$ cat src/rtl/multicycle_control_fsm.sv
// Moore control sequencer for the multicycle RISC-V datapath.
// Emits per-cycle enables/selects for the shared ALU and unified memory.
module multicycle_control_fsm #(
   parameter logic [3:0] RESET_STATE = 4'd0
) (
   input  logic       clk,
   input  logic       rst_n,
   input  logic [6:0] op,
   input  logic [2:0] funct3,
   input  logic       funct7,
   input  logic       Zero,
   output logic       PCWrite,
   output logic       AdrSrc,
   output logic       MemWrite,
   output logic       IRWrite,
   output logic [1:0] ResultSrc,
   output logic [1:0] ALUSrcA,
   output logic [1:0] ALUSrcB,
   output logic       RegWrite,
   output logic [1:0] ImmSrc,
   output logic [2:0] ALUControl,
   output logic       instr_done,
   output logic       illegal_op,
   output logic [3:0] state_dbg
);

   typedef enum logic [3:0] {
      FETCH    = 4'd0,
      DECODE   = 4'd1,
      MEMADR   = 4'd2,
      MEMREAD  = 4'd3,
      MEMWB    = 4'd4,
      MEMWRITE = 4'd5,
      EXECR    = 4'd6,
      EXECI    = 4'd7,
      ALUWB    = 4'd8,
      BEQ      = 4'd9,
      JAL      = 4'd10
   } state_t;

   typedef enum logic [1:0] {
      ALU_ADD  = 2'd0,
      ALU_SUB  = 2'd1,
      ALU_FUNC = 2'd2
   } alu_op_t;

   localparam logic [6:0] OP_LW   = 7'b0000011;
   localparam logic [6:0] OP_SW   = 7'b0100011;
   localparam logic [6:0] OP_R    = 7'b0110011;
   localparam logic [6:0] OP_I    = 7'b0010011;
   localparam logic [6:0] OP_BEQ  = 7'b1100011;
   localparam logic [6:0] OP_JAL  = 7'b1101111;

   state_t     state;
   state_t     state_next;
   alu_op_t    alu_op;
   logic       pc_update;
   logic       branch;
   logic       done;
   logic       illegal;
   logic       adr;
   logic       mem_we;
   logic       ir_we;
   logic       reg_we;
   logic [1:0] res_sel;
   logic [1:0] a_sel;
   logic [1:0] b_sel;
   logic [2:0] func_ctl;

   always_ff @(posedge clk) begin
      if (!rst_n) state <= state_t'(RESET_STATE);
      else        state <= state_next;
   end

   always_comb begin
      state_next = FETCH;
      alu_op     = ALU_ADD;
      pc_update  = 1'b0;
      branch     = 1'b0;
      done       = 1'b0;
      illegal    = 1'b0;
      adr        = 1'b0;
      mem_we     = 1'b0;
      ir_we      = 1'b0;
      reg_we     = 1'b0;
      res_sel    = 2'b00;
      a_sel      = 2'b00;
      b_sel      = 2'b00;
      case (state)
         FETCH: begin
            state_next = DECODE;
            ir_we      = 1'b1;
            b_sel      = 2'b10;
            res_sel    = 2'b10;
            pc_update  = 1'b1;
         end
         DECODE: begin
            a_sel = 2'b01;
            b_sel = 2'b01;
            case (op)
               OP_LW, OP_SW: state_next = MEMADR;
               OP_R:         state_next = EXECR;
               OP_I:         state_next = EXECI;
               OP_BEQ:       state_next = BEQ;
               OP_JAL:       state_next = JAL;
               default: begin
                  state_next = FETCH;
                  illegal    = 1'b1;
               end
            endcase
         end
         MEMADR: begin
            state_next = (op == OP_LW) ? MEMREAD : MEMWRITE;
            a_sel      = 2'b10;
            b_sel      = 2'b01;
         end
         MEMREAD: begin
            state_next = MEMWB;
            adr        = 1'b1;
         end
         MEMWB: begin
            res_sel = 2'b01;
            reg_we  = 1'b1;
            done    = 1'b1;
         end
         MEMWRITE: begin
            adr    = 1'b1;
            mem_we = 1'b1;
            done   = 1'b1;
         end
         EXECR: begin
            state_next = ALUWB;
            a_sel      = 2'b10;
            alu_op     = ALU_FUNC;
         end
         EXECI: begin
            state_next = ALUWB;
            a_sel      = 2'b10;
            b_sel      = 2'b01;
            alu_op     = ALU_FUNC;
         end
         ALUWB: begin
            reg_we = 1'b1;
            done   = 1'b1;
         end
         BEQ: begin
            a_sel  = 2'b10;
            alu_op = ALU_SUB;
            branch = 1'b1;
            done   = 1'b1;
         end
         JAL: begin
            state_next = ALUWB;
            a_sel      = 2'b01;
            b_sel      = 2'b10;
            pc_update  = 1'b1;
         end
         default: state_next = FETCH;
      endcase
   end

   // funct7 only selects sub for R-type; addi ignores instr[30]
   always_comb begin
      func_ctl = 3'b000;
      case (funct3)
         3'b000:  func_ctl = (op[5] & funct7) ? 3'b001 : 3'b000;
         3'b010:  func_ctl = 3'b101;
         3'b110:  func_ctl = 3'b011;
         3'b111:  func_ctl = 3'b010;
         default: func_ctl = 3'b000;
      endcase
   end

   always_comb begin
      case (op)
         OP_SW:   ImmSrc = 2'b01;
         OP_BEQ:  ImmSrc = 2'b10;
         OP_JAL:  ImmSrc = 2'b11;
         default: ImmSrc = 2'b00;
      endcase
   end

   // Reset forces enables low and selects to their FETCH values
   always_comb begin
      state_dbg = state;
      if (!rst_n) begin
         PCWrite    = 1'b0;
         AdrSrc     = 1'b0;
         MemWrite   = 1'b0;
         IRWrite    = 1'b0;
         ResultSrc  = 2'b10;
         ALUSrcA    = 2'b00;
         ALUSrcB    = 2'b10;
         RegWrite   = 1'b0;
         ALUControl = 3'b000;
         instr_done = 1'b0;
         illegal_op = 1'b0;
      end else begin
         PCWrite    = pc_update | (branch & Zero);
         AdrSrc     = adr;
         MemWrite   = mem_we;
         IRWrite    = ir_we;
         ResultSrc  = res_sel;
         ALUSrcA    = a_sel;
         ALUSrcB    = b_sel;
         RegWrite   = reg_we;
         instr_done = done;
         illegal_op = illegal;
         case (alu_op)
            ALU_SUB:  ALUControl = 3'b001;
            ALU_FUNC: ALUControl = func_ctl;
            default:  ALUControl = 3'b000;
         endcase
      end
   end

endmodule

$ cat config.mk
export PLATFORM = sky130hd
export DESIGN_NAME = multicycle_control_fsm
export DESIGN_NICKNAME = d
export VERILOG_FILES = /design/src/rtl/multicycle_control_fsm.sv
export SDC_FILE = /design/constraint.sdc
export NUM_CORES = 1
export LEC_CHECK = 0
export BUFFER_PORTS_ARGS = -buffer_cell sky130_fd_sc_hd__buf_2
export CAP_MARGIN = 20
export CORE_MARGIN = 5
export CORE_UTILIZATION = 38
export DETAILED_ROUTE_END_ITERATION = 6
export PLACE_DENSITY = 0.86
export SYNTH_ARGS = -nofsm -noshare
export SYNTH_HDL_FRONTEND = slang
export SYNTH_SLANG_ARGS = --single-unit
$ cat constraint.sdc
create_clock -name clk -period 1.55 [get_ports clk]
set_input_delay 0.155 -clock clk [delete_from_list [all_inputs] [get_ports clk]]
set_output_delay 0.155 -clock clk [all_outputs]
set_load 0.01 [all_outputs]
; ---- After elaboration in Yosys (flattened, before gate mapping)
; Index checks and enable logic that the tools add are counted.
[classes]
bitwise = 3
n_reduce_logical = 13
eq_ne = 21
muxes = 31
[ops]
columns = cell, count
row1 = 4-bit one-hot mux with 5 select lines, 2
row2 = 1-bit 2-to-1 mux, 17
row3 = "4-bit by 3-bit == test with 1-bit output, second input constant", 4
row4 = 2-bit one-hot mux with 2 select lines, 4
row5 = "7-bit by 6-bit == test with 1-bit output, second input constant", 2
row6 = "7-bit == test, second input constant", 2
row7 = "4-bit == test, second input constant", 3
row8 = 3-bit one-hot mux with 4 select lines, 1
row9 = 2-bit OR reduction, 6
row10 = "4-bit by 2-bit == test with 1-bit output, second input constant", 2
row11 = 4-bit OR reduction, 2
row12 = "7-bit by 2-bit == test with 1-bit output, second input constant", 1
row13 = "7-bit by 5-bit == test with 1-bit output, second input constant", 1
row14 = "3-bit == test, second input constant", 2
row15 = 2-bit 2-to-1 mux, 3
row16 = 3-bit 2-to-1 mux, 2
row17 = 2-bit one-hot mux with 3 select lines, 1
row18 = 3-bit one-hot mux with 2 select lines, 1
row19 = 3-bit OR reduction, 2
row20 = 6-bit OR reduction, 1
row21 = "4-bit by 1-bit == test with 1-bit output, second input constant", 1
row22 = 4-bit zero test, 1
row23 = "3-bit by 2-bit == test with 1-bit output, second input constant", 1
row24 = 3-bit zero test, 1
row25 = 4 further kinds, 5
[word_totals]
inputBits = 14
regBits = 4
output_inout_bits = 22
word_cells = 69

; ---- Longest topological paths before layout
; Gate-level depths: netlist of run 1.
[logic_depth]
depth_word = 6
ltp_mapped = 7
mapped_depth_nobuf = 6

; ---- Worst setup path before layout of run 1
; No wires, ideal clock.
[synth_path]
path_type = register -> output
from = reg state[1] (netlist: state_dbg[1])
to = out ALUControl[0]
path_stages_with_launch = 6
setup_slack_ns = -0.223
arrival_time_ns = 1.618
t_required_ns = 1.395
n_path_buf = 2
path_cell_list = dfxtp_1 -> buf_2 -> buf_1 -> and2_1 -> ha_1 -> nor3b_1
[synth_between]
elab_chain_cells = 6
elab_cells_between_ends = 9
classes_between = eq/ne (5) / mux (3) / reduce/logical (1)
[synth_lines]
columns = element, line_no
row1 = start: declaration, 54  ; state_t state;
row2 = start signal: assignment, 71  ; if (!rst_n) state <= state_t'(RESET_STATE);
row3 = start signal: assignment, 72  ; else state <= state_next;
row4 = 4-bit by 3-bit == test with 1-bit output, 89  ; case (state)
row5 = 2-bit OR reduction (no source line), --
row6 = 2-bit one-hot mux with 2 select lines (*), 89
row7 = 2-bit == test / 2-bit by 1-bit == test with 1-bit output (equally long branches), 209  ; case (alu_op)
row8 = 3-bit one-hot mux with 2 select lines (*), 209
row9 = 3-bit 2-to-1 mux (*), 186  ; if (!rst_n) begin
row10 = end: declaration, 21  ; output logic [2:0] ALUControl,
; Mark *: on every way between the ends. The rest lies on a longest branch, timed or not.

; ---- Worst setup path in the final report of run 1
[layout_path]
from = reg state[2] (netlist: state_dbg[2])
to = out ALUControl[0]
; The elaborated chain is that of the path after synthesis.

==> results.py, run 1 <==
metrics = {
    "cts": {
        "clock_latency_ps": 240,
        "htreeDepth": 1,
        "numCtsBuffers": 3,
        "postCtsHoldBufs": 0,
        "clkSinkCount": 4,
        "cts_tree": "yes",
        "clock_path_buffers": 2,
        "cts-root-buf": "clkbuf_4",
        "path_clk_slew_ps": 40,
    },
    "routing": {
        "vias": 849,
        "drtIter0Drc": 6,
        "ant_nets": 0,
        "highest_layer": "met4",
        "first_pass_iters": 4,
        "met3_length_um": 170,
        "vias_per_cell": 5.513,
        "drc_errors": 0,
        "routedWlPerCell_um": 13.10,
        "wl_met1_um": 745,
        "drt_wl_total_um": 2017,
        "wl_met2_um": 1065,
    },
    "critical_path": {
        "path_class": "flip-flop to output port",
        "path_max_fanout": 2,
        "r2r-start": "state_dbg[3]",
        "crit_arrival_ps": 1600,
        "end_kind": "output port",
        "cp.required_ps": 1390,
        "crit_start": "state_dbg[2]",
        "worstSetupStartpointType": "flip-flop",
    },
    "worst_hold_path": {
        "holdCritPathClass": "input port to flip-flop",
        "holdCritStartpoint": "op[4]",
    },
    "die": {
        "core_area_um2": 1506,
        "die_area_um2": 2463,
        "io-pin-count": 36,
        "die_y_um": 49.63,
        "start_util": 0.3962,
        "chipWidth_um": 49.63,
        "rows": 14,
    },
    "run_status": {
        "status": "complete, but fails checks",
        "violations": "setup timing",
    },
    "timing": {
        "rsz0062_at_grt": "true",
        "fmax_mhz": 568.4,
        "tightestPinTransition_ps": 242.2,
        "whs_ps": 238.2,
        "finalCritPeriodShare": 1.135,
        "worst_slack_ps": -209.5,
        "tns_ps": -726.2,
        "slew_headroom": 0.8364,
        "slew_violations": 0,
        "finalSetupViolations": 4,
        "period_minus_slack_ps": 1759,
        "finClkSkew_ps": 0.5132,
        "finalHoldViolCount": 0,
    },
    "pwr": {
        "ir_drop_uv": 301.5,
        "p_total_uw": 385.3,
        "power_density_nw_per_um2": 367.9,
        "leakage_nw": 0.4757,
    },
    "flow_run": {
        "maxCapViolCount": 0,
    },
    "placement": {
        "port_buffers": 35,
        "hpwl_um": 1459,
        "gp_congestion": 0.8008,
        "dpl_worst_slack_ps": -75.15,
    },
    "layout": {
        "drive_gt1_frac": 0.5797,
        "layout.nets": 156,
        "final_util": 0.6952,
        "area_growth_pct": 75.47,
        "largest_register_ffs": 4,
        "antenna_cells": 0,
    },
    "synth": {
        "ys_seq_elements": 4,
        "synthCells": 92,
        "synth.net_count": 108,
        "syn_area_per_cell_um2": 6.487,
        "synth.cell_area_um2": 596.8,
        "seq_area_frac_synth": 0.1342,
        "ys_types": 32,
        "ys_warn_count": 0,
    },
    "global_route": {
        "grt_start_max_net_pins": 21,
        "antenna_found_initial": 0,
        "grtUsageTotal": 0.1610,
        "grt_pass1_wl_um": 3215,
        "first_global_vias": 761,
        "grt_overflow": 0,
    },
}
critical path, cell delays in order, from the launching register on:
cell	delay [ps]
dfxtp_2	310
nand2b_4	130
or3_4	360
inv_4	80
ha_4	120
a31oi_2	40
nor3b_2	170
buf_2	150
power breakdown:
part	switching [mW]	total [mW]	leakage, nW	internal (mW)
clock network	0.0440	0.131	0.0138	0.0867
registers	0.00318	0.110	0.0338	0.106
logic	0.0778	0.145	0.428	0.0673
kinds of logic (layout without fill, tap and decap cells):
group,count (synthesis),after routing,share of synthesized area
AND/OR/NAND/NOR,47,47,0.4277
AO/OA/AOI/OAI,20,20,0.2138
buffers and inverters,14,60,0.1090
XOR/XNOR,5,5,0.07337
flip-flops,4,4,0.1342
adder cells (fa/ha/maj),2,2,0.04192
metrics by stage:
stage               cells  cell area [µm²]
detailed placement    145            830.8
global route          154             1047
global placement      145            830.8
CTS                   151            958.4
floorplan              92            610.6
finish                154             1047
metal layers:
metal,track usage,vias to the layer above
met5,0,-
met4,0.06550,0
met3,0.06325,5
met2,0.2903,29
met1,0.1612,402
li1,-,413
layout by cell type, fill, tap and decap left out, types with 2 or more instances in the layout:
cell type and count:
a21oi_1 6, a31oi_2 2, buf_2 35, buf_4 11, buf_6 2, buf_8 2
clkbuf_4 3, dfxtp_2 3, ha_4 2, inv_1 5, nand2_1 9, nand2b_1 4
nand2b_4 3, nand3_1 3, nand4_1 2, nor2_1 5, nor2_4 2, nor2b_1 2
nor3_1 3, nor3_2 2, nor3b_2 2, o21ai_0 4, xnor2_1 4
worst paths after layout:
check             endpoint  slack (ps)  depth (start not counted)
max reg2reg   state_dbg[1]         310                          7
min           state_dbg[2]         240                          2
min reg2reg   state_dbg[0]         630                          2
max          ALUControl[0]        -210                          7
repair_timing:
action,CTS,global route
resized for setup,19,15
setup buffers,3,4
pin swaps,7,7
setup endpoints to repair,7,8
area by class of cell:
| type | instances | area, µm² |
|---|---|---|
| inverter | 7 | 28.78 |
| fill | 126 | 459.2 |
| clock buffer | 3 | 22.52 |
| multi-input combinational | 74 | 581.8 |
| sequential | 4 | 83.83 |
| tap | 16 | 20.02 |
| timing repair buffer | 50 | 310.3 |
cells in the mapped netlist:
cell      count  share of area
nand3_1       3          0.025
o22ai_1       1          0.010
and4_1        1          0.015
nand4_1       2          0.021
or3_1         1          0.010
o41ai_1       1          0.015
xnor2_1       5          0.073
nand3b_1      1          0.013
nand2_1      10          0.063
nor3b_1       2          0.025
buf_6         1          0.019
nor2b_1       3          0.031
nor4_1        1          0.010
and2_1        2          0.021
dfxtp_1       4           0.13
a211o_2       1          0.017
buf_1         1         0.0063
nor2_1        7          0.044
o31a_1        1          0.015
clkbuf_1      1         0.0063
or4_4         1          0.019
a31o_2        1          0.015
buf_2         4          0.034
nand2b_1      7          0.073
o21ai_0       4          0.034
a21oi_1       7          0.059
a31oi_1       3          0.031
nor4b_1       1          0.015
nor3_1        5          0.042
ha_1          2          0.042
o221a_1       1          0.019
inv_1         7          0.044
(Power assumes the default switching activity.)
==> inputs of run 2 (changes only) <==
--- a/config.mk
+++ b/config.mk
@@ -11,6 +11,7 @@
 export CORE_UTILIZATION = 38
 export DETAILED_ROUTE_END_ITERATION = 6
 export PLACE_DENSITY = 0.86
+export SLEW_MARGIN = 10
 export SYNTH_ARGS = -nofsm -noshare
 export SYNTH_HDL_FRONTEND = slang
 export SYNTH_SLANG_ARGS = --single-unit
==> constraint.sdc (replaced) <==
create_clock -name clk -period 1.6 [get_ports clk]
set_input_delay 0.16 -clock clk [delete_from_list [all_inputs] [get_ports clk]]
set_output_delay 0.16 -clock clk [all_outputs]
set_load 0.01 [all_outputs]
==> results.py, run 2 (synthesis gave the netlist of run 1 again) <==
metrics = {
    "run_status": {
        "status": "complete, but fails checks",
        "violations": "setup timing",
    },
    "timing": {
        "fmax_mhz": 553.7,
        "finalCritPeriodShare": 1.129,
        "period_minus_slack_ps": 1806,
        "finClkSkew_ps": 1.027,
        "rsz0062_at_grt": "true",
        "slew_violations": 0,
        "whs_ps": 244.4,
        "slew_headroom": 0.8427,
        "finalSetupViolations": 5,
        "finalHoldViolCount": 0,
        "worst_slack_ps": -206.0,
        "tightestPinTransition_ps": 232.9,
    },
    "layout": {
        "largest_register_ffs": 4,
        "antenna_cells": 0,
        "layout_common_cells": "buf_2, nand2_1, buf_4, a21oi_1, inv_1",
        "drive_gt1_frac": 0.5328,
        "final_util": 0.6844,
        "layout_commonest_cell": "buf_2",
        "area_growth_pct": 72.75,
        "layout.nets": 155,
    },
    "die": {
        "core_area_um2": 1506,
        "die_area_um2": 2463,
        "chipWidth_um": 49.63,
        "die_y_um": 49.63,
        "rows": 14,
        "start_util": 0.3962,
        "io-pin-count": 36,
    },
    "worst_hold_path": {
        "holdCritStartpoint": "op[4]",
        "whs_path_depth": 2,
        "holdCritPathClass": "input port to flip-flop",
        "min_to": "state_dbg[2]",
    },
    "pwr": {
        "ir_drop_uv": 245.6,
        "p_total_uw": 380.4,
        "leakage_nw": 0.4748,
        "power_density_nw_per_um2": 369.0,
    },
    "cts": {
        "clock_path_buffers": 2,
        "clock_latency_ps": 250,
        "cts_tree": "yes",
        "clkSinkCount": 4,
        "htreeDepth": 1,
        "numCtsBuffers": 3,
        "path_clk_slew_ps": 40,
        "cts-root-buf": "clkbuf_4",
    },
    "critical_path": {
        "worstSetupStartpointType": "flip-flop",
        "path_class": "flip-flop to output port",
        "r2r-start": "state_dbg[3]",
        "r2r_setup_slack_ps": 320,
        "cp.required_ps": 1440,
        "path_max_fanout": 2,
        "end_kind": "output port",
        "ff2ff_path_depth": 7,
        "timing.rr.end": "state_dbg[1]",
        "crit_arrival_ps": 1650,
    },
    "routing": {
        "vias": 857,
        "vias_per_cell": 5.601,
        "routedWlPerCell_um": 15.14,
        "ant_nets": 0,
        "drt_wl_total_um": 2317,
        "drc_errors": 0,
        "drtIter0Drc": 16,
        "first_pass_iters": 4,
    },
    "global_route": {
        "first_global_vias": 841,
        "grt_overflow": 0,
        "grtUsageTotal": 0.1744,
        "grt_pass1_wl_um": 3477,
        "grt_start_max_net_pins": 21,
        "antenna_found_initial": 0,
    },
    "placement": {
        "hpwl_um": 1495,
        "port_buffers": 35,
        "gp_congestion": 0.8094,
    },
    "flow_run": {
        "maxCapViolCount": 0,
    },
}
## run 2: cell count changes in the layout (fill, tap and decap cells not counted), sizes merged
| cell | delta |
|---|---|
| buf | -1 |
## run 2: worst max path at each step
stage	to	start	depth (start not counted)
final	ALUControl[2]	state_dbg[2]	5
after global routing	ALUControl[0]	state_dbg[3]	7
after CTS	ALUControl[2]	state_dbg[2]	5
after detailed placement	ALUControl[2]	state_dbg[2]	5
after global placement	ALUControl[0]	state_dbg[2]	5
after floorplan	ALUControl[0]	state_dbg[1]	5
## run 2: repair_timing
item / CTS / global route
setup endpoints to repair: 5 / 7
pin swaps: 4 / 3
buffers inserted: 5 / 3
hold buffers: 0 / 0
gates resized for setup: 18 / 11
## run 2: metrics by stage
stage               setup TNS (ps)  cells  area [µm²]  setup WS (ps)
floorplan                        0     92       608.1          20.76
global placement                 0    142       808.3          54.56
detailed placement          -47.44    142       808.3         -33.01
CTS                         -442.8    150       952.2         -156.6
global route                 -1109    153        1031         -285.1
finish                      -631.0    153        1031         -206.0
## run 2: worst max-delay path: stages, from the launching register on
cell	delay, ps
dfxtp_2	310
nand2b_4	140
or3_4	370
ha_4	250
nor3_4	190
buf_6	140
## run 2: layout make-up
cell class	count	area (µm²)
Fill cell	119	475.5
Tap cell	16	20.02
Sequential cell	4	82.58
Timing Repair Buffer	49	305.3
Clock buffer	3	22.52
Multi-Input combinational cell	74	571.8
Inverter	7	28.78
## run 2: where the power goes
group          internal, mW  switching (mW)
registers             0.103         0.00274
logic                0.0648          0.0788
clock network        0.0842          0.0468
## run 2: metal layers
layer / share of wire / vias to the layer above / GRT usage
met2: 0.51 / 40 / 0.3178
li1: - / 414 / -
met4: 0.048 / 0 / 0.1179
met5: 0 / - / 0
met1: 0.38 / 392 / 0.1808
met3: 0.068 / 11 / 0.02108
==> inputs of run 3 (changes only) <==
==> constraint.sdc (replaced) <==
create_clock -name clk -period 1.6 [get_ports clk]
set_input_delay 0.16 -clock clk [delete_from_list [all_inputs] [get_ports clk]]
set_output_delay 0.16 -clock clk [all_outputs]
set_load 0.02 [all_outputs]
==> results.py, run 3 (synthesis gave the netlist of run 1 again) <==
metrics = {
    "cts": {
        "htreeDepth": 1,
        "postCtsHoldBufs": 0,
        "cts-root-buf": "clkbuf_4",
        "path_clk_slew_ps": 40,
        "cts_tree": "yes",
        "clock_path_buffers": 2,
        "clkSinkCount": 4,
        "clock_latency_ps": 240,
        "numCtsBuffers": 3,
    },
    "die": {
        "die_area_um2": 2463,
        "die_y_um": 49.63,
        "chipWidth_um": 49.63,
        "start_util": 0.3962,
        "core_area_um2": 1506,
        "io-pin-count": 36,
        "rows": 14,
    },
    "pwr": {
        "leakage_nw": 0.5068,
        "power_density_nw_per_um2": 361.7,
        "ir_drop_uv": 269.6,
    },
    "timing": {
        "finClkSkew_ps": 2.693,
        "finalCritPeriodShare": 1.161,
        "fmax_mhz": 538.5,
        "slew_violations": 0,
        "period_minus_slack_ps": 1857,
        "tightestPinTransition_ps": 245.8,
        "rsz0062_at_grt": "true",
        "finalSetupViolations": 4,
        "finalHoldViolCount": 0,
        "worst_slack_ps": -256.9,
        "slew_headroom": 0.8346,
    },
    "critical_path": {
        "end_kind": "output port",
        "crit_arrival_ps": 1700,
        "cp_top_family": "simple AND/OR/NAND/NOR gates",
        "r2r-start": "state_dbg[0]",
        "timing.rr.end": "state_dbg[2]",
        "crit_cells": 5,
        "cp_slowest_cell": "or3_4",
        "path_max_fanout": 2,
        "worst-path-buf-inv": 1,
        "worstSetupStartpointType": "flip-flop",
        "slowest_delay_ps": 400,
        "path_class": "flip-flop to output port",
        "path_cells": "nand2b_4 -> or3_4 -> ha_4 -> nor3b_4 -> buf_6",
        "r2r_setup_slack_ps": 340,
        "crit_start": "state_dbg[2]",
        "cp.required_ps": 1440,
        "ff2ff_path_depth": 4,
    },
    "placement": {
        "dp_cells": 148,
        "hpwl_um": 1595,
        "gp_congestion": 0.8405,
        "port_buffers": 35,
    },
    "worst_hold_path": {
        "holdCritStartpoint": "op[3]",
        "holdCritPathClass": "input port to flip-flop",
        "whs_path_depth": 3,
        "min_to": "state_dbg[1]",
    },
    "global_route": {
        "first_global_vias": 837,
        "grt_overflow": 0,
        "grt_pass1_wl_um": 3339,
        "grt_start_max_net_pins": 14,
        "antenna_found_initial": 0,
        "grtUsageTotal": 0.1666,
    },
    "layout": {
        "fin_cells": 155,
        "antenna_cells": 0,
        "drive_gt1_frac": 0.5683,
        "layout_commonest_cell": "buf_2",
        "layout_common_cells": "buf_2, buf_4, nand2_1, buf_6, a21oi_1",
        "final_util": 0.7218,
        "fillers": 120,
        "area_growth_pct": 82.18,
        "layout.nets": 157,
        "largest_register_ffs": 4,
    },
    "run_status": {
        "status": "complete, but fails checks",
        "violations": "setup timing",
    },
    "flow_run": {
        "maxCapViolCount": 0,
    },
    "routing": {
        "first_pass_iters": 4,
        "vias": 858,
        "ant_nets": 0,
        "drt_wl_total_um": 2186,
        "vias_per_cell": 5.535,
        "drtIter0Drc": 12,
        "drc_errors": 0,
        "routedWlPerCell_um": 14.10,
    },
}
==> run 3: what timing repair did <==
| item | 4_1_cts | 5_1_grt |
|---|---|---|
| pin swaps | 4 | 4 |
| setup endpoints to repair | 6 | 10 |
| endpoints found under the hold margin | 0 | 0 |
| gates resized for setup | 23 | 14 |
| buffers inserted | 3 | 2 |
==> run 3: power by group <==
group | internal [mW] | switching (mW) | total, mW
combinational | 0.0692 | 0.0894 | 0.159
sequential | 0.103 | 0.00343 | 0.106
clock | 0.0841 | 0.0441 | 0.128
==> run 3: layout make-up <==
| cell class | instances | area, µm² | share of cell area |
|---|---|---|---|
| well taps | 16 | 20.02 | 0.01841 |
| repair buffers | 51 | 357.8 | 0.3291 |
| flip-flops and latches | 4 | 85.08 | 0.07825 |
| clock buffers | 3 | 22.52 | 0.02071 |
| inverters | 7 | 28.78 | 0.02647 |
| multi-input cells | 74 | 573.1 | 0.5270 |
==> run 3: worst reg2reg max path, delay by kind of cell, from the launching register on <==
family / cells / cell delay (ps)
buffers and inverters: 2 / 280
flip-flops: 1 / 340
AO/OA/AOI/OAI: 2 / 510
==> run 3: routing by layer <==
layer	vias to the layer above	track usage	wire length (µm)
li1	414	-	-
met1	408	0.1594	814
met2	32	0.3390	1218
met3	4	0.01807	123
met4	0	0.07424	30
met5	-	0	0
==> run 3: worst max path at each step <==
stage                    end  slack, ps
6_report       ALUControl[0]       -260
4_1_cts        ALUControl[0]       -220
3_5_place_dp   ALUControl[0]        -60
2_1_floorplan  ALUControl[0]         -1
3_3_place_gp   ALUControl[0]        -20
5_1_grt        ALUControl[0]       -290
==> run 3: per-stage QoR <==
stage	worst slack (ps)	hold slack [ps]	TNS, ps	area [µm²]	power [mW]
final	-256.9	253.5	-891.0	1087	0.3933
after global routing	-290.9	269.5	-1081	1087	0.4150
after CTS	-215.2	255.1	-710.2	1027	0.3734
after detailed placement	-56.88	494.6	-56.88	890.9	0.2391
after global placement	-20.33	480.7	-20.33	890.9	0.2342
after floorplan	-1.204	304.3	-1.204	653.1	0.1826
